File: config.mk
export PLATFORM = sky130hd
export DESIGN_NAME = sd_page_arbiter_flat
export DESIGN_NICKNAME = d
export VERILOG_FILES = /design/src/rtl/sd_page_arb_pkg.sv /design/src/rtl/sd_page_arbiter_if.sv /design/src/rtl/rr_pick2.sv /design/src/rtl/sd_page_arbiter.sv /design/src/flat_wrapper.sv
export SDC_FILE = /design/constraint.sdc
export NUM_CORES = 1
export LEC_CHECK = 0
export CORE_MARGIN = 3
export CORE_UTILIZATION = 40
export DETAILED_ROUTE_END_ITERATION = 8
export PLACE_DENSITY = 0.79
export SLEW_MARGIN = 20
export SYNTH_ARGS = -nofsm -noshare
export SYNTH_HDL_FRONTEND = slang
export SYNTH_HIERARCHICAL = 1
export SYNTH_SLANG_ARGS = --single-unit
File: constraint.sdc
create_clock -name clk -period 1.64 [get_ports clk]
set_clock_uncertainty 0.05 [all_clocks]
set_input_delay 0.41 -clock clk [delete_from_list [all_inputs] [get_ports clk]]
set_output_delay 0.41 -clock clk [all_outputs]
set_load 0.03 [all_outputs]
File: src/rtl/sd_page_arb_pkg.sv
// Shared encodings and constants for the SD paged-ROM arbiter family.
package sd_page_arb_pkg;

    typedef enum logic [1:0] {
        ST_IDLE  = 2'd0,
        ST_ISSUE = 2'd1,
        ST_WAIT  = 2'd2,
        ST_DONE  = 2'd3
    } arb_state_t;

    localparam int NUM_REQ = 2;

    // Byte returned to a requester when the paging block never finishes.
    localparam logic [7:0] TIMEOUT_FILL = 8'hff;

endpackage

File: src/rtl/sd_page_arbiter_if.sv
// Requester and paging-block signals of the SD page arbiter, bundled as one interface.
interface sd_page_arbiter_if #(
    parameter int ADDR_WIDTH = 24
);
    logic                  req0_valid;
    logic [ADDR_WIDTH-1:0] req0_address;
    logic                  req0_ack;
    logic [7:0]            req0_data;

    logic                  req1_valid;
    logic [ADDR_WIDTH-1:0] req1_address;
    logic                  req1_ack;
    logic [7:0]            req1_data;

    logic [ADDR_WIDTH-1:0] mem_address;
    logic                  mem_enable;
    logic                  mem_busy;
    logic [7:0]            mem_data;

    logic                  error;

    // Arbiter side.
    modport slave (
        input  req0_valid, req0_address, req1_valid, req1_address,
        input  mem_busy, mem_data,
        output req0_ack, req0_data, req1_ack, req1_data,
        output mem_address, mem_enable, error
    );

    // Requesters plus paging block, as seen from outside the arbiter.
    modport master (
        output req0_valid, req0_address, req1_valid, req1_address,
        output mem_busy, mem_data,
        input  req0_ack, req0_data, req1_ack, req1_data,
        input  mem_address, mem_enable, error
    );
endinterface

File: src/rtl/rr_pick2.sv
// Two-way round-robin pick: a lone valid wins, a tie goes to the port not granted last.
module rr_pick2 (
    input  logic [1:0] valid,
    input  logic       last_grant,
    output logic       grant_valid,
    output logic       grant_id
);
    assign grant_valid = |valid;
    assign grant_id    = (valid == 2'b11) ? ~last_grant : valid[1];
endmodule

File: src/rtl/sd_page_arbiter.sv
// Round-robin arbiter sharing one SD-backed paged ROM byte port between fetch and data reads.
// Optional watchdog in WAIT is enabled with `define SD_PAGE_ARB_TIMEOUT_EN.
//
// state | meaning
// IDLE  | no access in flight; pick a requester
// ISSUE | enable just raised; paging block outputs still stale
// WAIT  | enable held until the paging block reports not busy
// DONE  | ack pulse to the granted port; requester drops valid
module sd_page_arbiter
    import sd_page_arb_pkg::*;
#(
    parameter int ADDR_WIDTH     = 24,
    parameter int TIMEOUT_CYCLES = 2000000
) (
    input  logic              clk,
    input  logic              reset,
    sd_page_arbiter_if.slave  bus
);
    arb_state_t            state_q, state_d;
    logic                  grant_id_q, grant_id_d;
    logic                  last_grant_q, last_grant_d;
    logic [ADDR_WIDTH-1:0] mem_address_q, mem_address_d;
    logic                  mem_enable_q, mem_enable_d;
    logic                  ack0_q, ack0_d;
    logic                  ack1_q, ack1_d;
    logic [7:0]            data0_q, data0_d;
    logic [7:0]            data1_q, data1_d;
    logic [7:0]            wait_byte;
    logic [NUM_REQ-1:0]    req_valid;
    logic                  pick_valid;
    logic                  pick_id;
    logic                  wait_timeout;

    assign req_valid = {bus.req1_valid, bus.req0_valid};

    rr_pick2 u_pick (
        .valid       (req_valid),
        .last_grant  (last_grant_q),
        .grant_valid (pick_valid),
        .grant_id    (pick_id)
    );

`ifdef SD_PAGE_ARB_TIMEOUT_EN
    localparam int TIMER_W = $clog2(TIMEOUT_CYCLES + 1);
    localparam logic [TIMER_W-1:0] TIMER_LAST = TIMER_W'(TIMEOUT_CYCLES - 1);

    logic [TIMER_W-1:0] timer_q;
    logic               error_q;

    always_ff @(posedge clk) begin
        if (reset) begin
            timer_q <= '0;
            error_q <= 1'b0;
        end else begin
            error_q <= wait_timeout;
            if (state_q == ST_ISSUE) begin
                timer_q <= '0;
            end else if (state_q == ST_WAIT) begin
                timer_q <= timer_q + TIMER_W'(1);
            end
        end
    end

    // Fires on the WAIT cycle that completes TIMEOUT_CYCLES cycles of waiting.
    assign wait_timeout = (state_q == ST_WAIT) && bus.mem_busy && (timer_q == TIMER_LAST);
    assign bus.error    = error_q;
`else
    assign wait_timeout = 1'b0;
    assign bus.error    = 1'b0;
`endif

    always_comb begin
        state_d       = state_q;
        grant_id_d    = grant_id_q;
        last_grant_d  = last_grant_q;
        mem_address_d = mem_address_q;
        mem_enable_d  = mem_enable_q;
        ack0_d        = 1'b0;
        ack1_d        = 1'b0;
        data0_d       = data0_q;
        data1_d       = data1_q;
        wait_byte     = bus.mem_data;

        case (state_q)
            ST_IDLE: begin
                if (pick_valid) begin
                    grant_id_d    = pick_id;
                    last_grant_d  = pick_id;
                    mem_address_d = pick_id ? bus.req1_address : bus.req0_address;
                    mem_enable_d  = 1'b1;
                    state_d       = ST_ISSUE;
                end
            end
            ST_ISSUE: begin
                state_d = ST_WAIT;
            end
            ST_WAIT: begin
                // Enable must stay high here: the paging block only fills while enabled.
                if (!bus.mem_busy || wait_timeout) begin
                    wait_byte = wait_timeout ? TIMEOUT_FILL : bus.mem_data;
                    if (grant_id_q) begin
                        data1_d = wait_byte;
                        ack1_d  = 1'b1;
                    end else begin
                        data0_d = wait_byte;
                        ack0_d  = 1'b1;
                    end
                    mem_enable_d = 1'b0;
                    state_d      = ST_DONE;
                end
            end
            ST_DONE: begin
                state_d = ST_IDLE;
            end
            default: begin
                state_d = ST_IDLE;
            end
        endcase
    end

    always_ff @(posedge clk) begin
        if (reset) begin
            state_q       <= ST_IDLE;
            grant_id_q    <= 1'b0;
            last_grant_q  <= 1'b1;
            mem_address_q <= '0;
            mem_enable_q  <= 1'b0;
            ack0_q        <= 1'b0;
            ack1_q        <= 1'b0;
            data0_q       <= '0;
            data1_q       <= '0;
        end else begin
            state_q       <= state_d;
            grant_id_q    <= grant_id_d;
            last_grant_q  <= last_grant_d;
            mem_address_q <= mem_address_d;
            mem_enable_q  <= mem_enable_d;
            ack0_q        <= ack0_d;
            ack1_q        <= ack1_d;
            data0_q       <= data0_d;
            data1_q       <= data1_d;
        end
    end

    assign bus.req0_ack    = ack0_q;
    assign bus.req0_data   = data0_q;
    assign bus.req1_ack    = ack1_q;
    assign bus.req1_data   = data1_q;
    assign bus.mem_address = mem_address_q;
    assign bus.mem_enable  = mem_enable_q;
endmodule
File: src/flat_wrapper.sv
// flat-port wrapper written by rule: the top's interface ports become plain ports
module sd_page_arbiter_flat import sd_page_arb_pkg::*;
#(
    parameter int ADDR_WIDTH     = 24,
    parameter int TIMEOUT_CYCLES = 2000000
)
  (clk, reset, bus_req0_valid, bus_req0_address, bus_req1_valid, bus_req1_address, bus_mem_busy, bus_mem_data, bus_req0_ack, bus_req0_data, bus_req1_ack, bus_req1_data, bus_mem_address, bus_mem_enable, bus_error);
  sd_page_arbiter_if #(.ADDR_WIDTH(ADDR_WIDTH)) bus_i ();
  input  logic clk;
  input  logic reset;
  input wire logic [$bits(bus_i.req0_valid)-1:0] bus_req0_valid;
  input wire logic [$bits(bus_i.req0_address)-1:0] bus_req0_address;
  input wire logic [$bits(bus_i.req1_valid)-1:0] bus_req1_valid;
  input wire logic [$bits(bus_i.req1_address)-1:0] bus_req1_address;
  input wire logic [$bits(bus_i.mem_busy)-1:0] bus_mem_busy;
  input wire logic [$bits(bus_i.mem_data)-1:0] bus_mem_data;
  output wire logic [$bits(bus_i.req0_ack)-1:0] bus_req0_ack;
  output wire logic [$bits(bus_i.req0_data)-1:0] bus_req0_data;
  output wire logic [$bits(bus_i.req1_ack)-1:0] bus_req1_ack;
  output wire logic [$bits(bus_i.req1_data)-1:0] bus_req1_data;
  output wire logic [$bits(bus_i.mem_address)-1:0] bus_mem_address;
  output wire logic [$bits(bus_i.mem_enable)-1:0] bus_mem_enable;
  output wire logic [$bits(bus_i.error)-1:0] bus_error;
  assign bus_i.req0_valid = bus_req0_valid;
  assign bus_i.req0_address = bus_req0_address;
  assign bus_i.req1_valid = bus_req1_valid;
  assign bus_i.req1_address = bus_req1_address;
  assign bus_i.mem_busy = bus_mem_busy;
  assign bus_i.mem_data = bus_mem_data;
  assign bus_req0_ack = bus_i.req0_ack;
  assign bus_req0_data = bus_i.req0_data;
  assign bus_req1_ack = bus_i.req1_ack;
  assign bus_req1_data = bus_i.req1_data;
  assign bus_mem_address = bus_i.mem_address;
  assign bus_mem_enable = bus_i.mem_enable;
  assign bus_error = bus_i.error;
  sd_page_arbiter #(.ADDR_WIDTH(ADDR_WIDTH), .TIMEOUT_CYCLES(TIMEOUT_CYCLES)) u_core (.clk(clk), .reset(reset), .bus(bus_i));
endmodule
* Word-level counts from Yosys, hierarchy flattened *
Index checks and enable logic that the tools add are counted.

cells by class
  equality and inequality tests = 6
  muxes and demuxes = 10
  bitwise logic cells = 4
  reduce and logical (&&, ||, !) cells = 9

operators with widths
  cell                count
  $mux 24             1
  $reduce_and 3->1    3
  $pmux 2 s4          1
  $eq 2x2->1 const B  3
  $mux 1              5
  $mux 2              2
  $not 1->1           4
  $reduce_and 2->1    2
  $reduce_or 3->1     1
  $eq 2x1->1 const B  1
  $logic_not 2->1     1
  $ne 2x1->1 const B  1
  $ne 2x2->1 const B  1
  $pmux 1 s2          1
  $reduce_bool 2->1   1
  $reduce_or 2->1     1

storage, ports and cells
  bits in registers = 47
  input bits = 61
  output and inout bits = 44
  word-level logic and storage cells = 38

* Depth between registers and ports, before layout *
Gate-level depths: netlist of the first run.

  depth after elaboration = 3
  mapped depth = 7
  mapped depth without buffers = 5

* Cells and area by module *
Netlist of the first run, hierarchy kept.

by module, submodules not included
  module           times used  cells an instance  area an instance (um2)
  sd_page_arbiter  1           199                2133.3
  rr_pick2         1           2                  13.8

* Least setup slack after synthesis of the first run *
OpenSTA, ideal clock, no wires.

  path type = input -> register
  from = input bus_req1_valid
  to = register u_core.mem_enable_q (netlist: u_core/bus.mem_enable)
  library setup time = 0.125 ns
  arrival time = 1.299 ns
  required time = 1.465 ns
  path slack = 0.167 ns
  stages = 6
  cells stage by stage = or2_1 and2_1 buf_6 buf_6 a21oi_1 o32ai_2

between the ends
  word-level cells in the longest chain between the ends = 3

ends and longest elaborated chain
  item                        line                    RTL
  start: declaration          flat_wrapper.sv:13      input wire logic [$bits(bus_i.req1_valid)-1:0] bus_req1_valid;
  $reduce_or 2->1             rr_pick2.sv:8           assign grant_valid = |valid;
  $ne 2x1->1 (no line)        n/a
  $reduce_and 3->1 (no line)  n/a
  end signal: assignment      sd_page_arbiter.sv:137  mem_enable_q <= mem_enable_d;
  end: declaration            sd_page_arbiter.sv:23   logic mem_enable_q, mem_enable_d;

No other way between the ends.
A chain may end at the register's enable or synchronous reset.

* Worst setup path after layout of the first run *
  from = input bus_req1_valid
  to = register u_core.mem_address_q[0] (netlist: u_core/bus.mem_address[0])

between the ends
  word-level cells in the longest chain between the ends = 3
  elaborated cells on any way between the ends = 5
  classes of those cells = eq/ne: 1; mux: 2; reduce/logical: 2

ends and longest elaborated chain
  item                      line                    RTL
  $eq 2x2->1                rr_pick2.sv:9           assign grant_id = (valid == 2'b11) ? ~last_grant : valid[1];
  $mux 1 (*)                rr_pick2.sv:9
  named net u_core.pick_id  sd_page_arbiter.sv:31   logic pick_id;
  $mux 24 (*)               sd_page_arbiter.sv:89   mem_address_d = pick_id ? bus.req1_address : bus.req0_address;
  end signal: assignment    sd_page_arbiter.sv:136  mem_address_q <= mem_address_d;
  end: declaration          sd_page_arbiter.sv:22   logic [ADDR_WIDTH-1:0] mem_address_q, mem_address_d;

The timed path passes the listed nets; every way through them passes the cells marked *.

==> results of run 1 <==
[sequential cells by signal, summed over array words and instances (netlist names)]
name	count
u_core/bus.mem_address	24
u_core/bus.mem_enable	1
u_core/bus.req0_ack	1
u_core/bus.req0_data	8
u_core/bus.req1_ack	1
u_core/bus.req1_data	8
u_core/grant_id_q	1
u_core/last_grant_q	1
u_core/state_q	2
[stage by stage]
step	setup WS, ns	utilization	instance area (um2)	hold WS (ns)
finish	0.0408	0.656	3370	0.346
global route	0.0000754	0.656	3370	0.341
CTS	0.0219	0.647	3330	0.326
detailed placement	-0.291	0.635	3260	0.437
global placement	-0.250	0.635	3260	0.424
floorplan	0.167	-	2150	0.387
[power breakdown]
| group | switching, mW | internal, mW | total, mW |
|---|---|---|---|
| Combinational | 1.41 | 0.976 | 2.38 |
| Sequential | 0.161 | 1.45 | 1.61 |
| Clock | 0.374 | 0.493 | 0.867 |
[synthesized netlist by cell type, drive strengths merged]
master / n
nor2b: 1
nor4bb: 1
ha: 4
nand2: 5
nand2b: 2
nor3b: 1
nand3b: 1
clkbuf: 1
a21oi: 6
dfxtp: 47
buf: 16
conb: 1
inv: 2
a21o: 1
nor3: 2
nor2: 40
nand3: 1
nor4b: 1
mux2i: 40
and2: 1
o32ai: 1
a21boi: 1
or2: 1
a211oi: 24
[cell families after synthesis]
group                    count (synthesis)  synth area share
AND/OR/NAND/NOR                         57             0.118
flip-flops                              47             0.438
multiplexers                            40             0.186
AO/OA/AOI/OAI                           33             0.168
buffers and inverters                   19            0.0635
adder cells (fa/ha/maj)                  4            0.0233
other                                    1           0.00175
[cell type report]
type,count,area (um2)
flip-flops and latches,47,941
clock inverters,2,35.0
clock buffers,6,82.6
fillers,454,1770
inverters,2,7.51
repair buffers,114,1130
multi-input cells,135,1090
well taps,70,87.6
[worst reg2reg max path, stage by stage, from the launching register on]
cell     delay (ns)
dfxtp_1        0.32
inv_1          0.12
ha_2           0.24
nor3b_2        0.18
buf_4          0.22
mux2i_1        0.20
nor2_1         0.05
[cells in the final DEF, fill, tap and decap left out, drive strengths merged]
master	synthesis	final
nor3	2	2
nor2	40	40
buf	16	11
clkdlybuf4s50	0	59
nor4b	1	1
or2	1	1
conb	1	1
nor2b	1	1
o32ai	1	1
a21boi	1	1
a211oi	24	24
nand3	1	1
mux2i	40	40
a21o	1	1
dlygate4sd2	0	43
bufinv	0	1
a21oi	6	6
ha	4	4
nand2b	2	2
nor4bb	1	1
inv	2	2
nor3b	1	1
nand3b	1	1
clkbuf	1	7
dfxtp	47	47
nand2	5	5
clkinv	0	1
and2	1	1
[repair_timing]
action                     4_1_cts  5_1_grt
setup endpoints to repair       43       32
pin swaps                        0        0
cloned                           0        2
gates resized for setup         43        4
[metal layers]
metal | vias to the layer above | wire (um) | global-route usage
li1 | 904 | - | -
met1 | 832 | 2260 | 0.199
met2 | 71 | 2640 | 0.278
met3 | 5 | 466 | 0.0556
met4 | 0 | 34 | 0.0412
met5 | - | 0 | 0
[worst max path at each step]
stage,to,slack (ns),start
after detailed placement,u_core/bus.mem_address[18],-0.29,bus_req0_valid
after global routing,u_core/state_q[1],0.00008,bus_req0_valid
after global placement,u_core/bus.mem_address[8],-0.25,bus_req1_valid
after floorplan,u_core/bus.mem_enable,0.17,bus_req1_valid
final,u_core/bus.mem_address[0],0.04,bus_req1_valid
after CTS,u_core/bus.mem_address[23],0.02,bus_req0_valid
==> reports/metrics.cfg, run 1 <==
[floorplanning]
ios = 105
dieWidth_um = 79.3
core_mm2 = 0.00514
start_util = 0.418
fp-row-count = 26
die_h_um = 79.3
die_area_mm2 = 0.00628

[worst_setup_path]
crit-reg2reg-launch = u_core/state_q[0]
worstPathCellList = clkdlybuf4s50_1, a21boi_4, buf_12, mux2i_1, a211oi_2
r2r_setup_slack_ns = 0.16
path_buf_inv = 2
crit_type = in -> reg
crit_path_max_fanout = 24
required_ns = 1.77
reg2reg_depth = 6
endpoint_kind = flop
r2r-end = u_core/bus.req0_data[5]
path_delay_family = buffers and inverters
crit_cells = 5
cp-start-kind = input port
slowest_delay_ns = 0.48
arrival_ns = 1.73
crit_slowest_cell = clkdlybuf4s50_1

[synthesis]
ys_seq_area_frac = 0.438
syn_area_mm2 = 0.00215
avgSynthCellArea_um2 = 10.7
yosysWarnings = 6
synth_top_area_share = 0.438
synthesis.nets = 266
ys_ff_latch = 47
ys_top_cells_by_area = dfxtp_1 44%, mux2i_1 19%, a211oi_2 14%
ys_types = 27
synth_area_leader_cell = dfxtp_1
synthCells = 201

[min_path]
hold_end = u_core/bus.mem_address[1]
hp-class = in -> reg
min-delay-start = reset
hold_depth = 2

[place]
port_buffers = 103
gp_congestion = 0.733
dp_cells = 366
hpwl_mm = 3.96

[run]
cap_violations = 0

[final_layout]
drive_gt1_frac = 0.167
stdcell_count = 376
n_antenna_cell = 0
areaGrowthSynthToFinish_pct = 57.1
nets = 370

[global_routing]
antenna_found_initial = 0
grtUsageTotal = 0.164
overflow = 0
grt_max_degree = 50
grt_pass1_vias = 1725
grt_pass1_wl_mm = 8.32

[power]
p_leak_nw = 1.49
power_density_mw_per_mm2 = 1440
p_total_mw = 4.86
peakVddDrop_v = 0.000810

[clock_tree]
clk_pin_slew_ns = 0.08
clockBufferDepth = 2
cts.sinks = 47
clock_latency_ns = 0.29
cts_tree = yes
numCtsBuffers = 5
cts-htree-levels = 2
postCtsSetupRepairBufs = 0
clockRootBuffer = clkbuf_8
cts_hold_buffers = 0

[drt]
wl_mm = 5.40
drc = 0
detail-route-antenna-nets = 0
drt_iter0_markers = 67
via_per_inst = 4.82
routedWlPerCell_um = 14.4
dr.pass1.iters = 4
via_count = 1812

[sta]
max_freq_ghz = 0.625
rsz0062_at_grt = false
setup_viol = 0
report.final.slew_viol_count = 0
post-route-period-util = 0.975
hold_violations = 0
setup-tns-final_ns = 0
min_period_ns = 1.60

[run_status]
status = completed

Note: power is estimated with default switching activity, not from simulation.
==> inputs of run 2 (changes only) <==
- TNS_END_PERCENT: not set -> 50
==> results of run 2 <==
No change in the layout: final DEF, timing and power equal those of run 1.
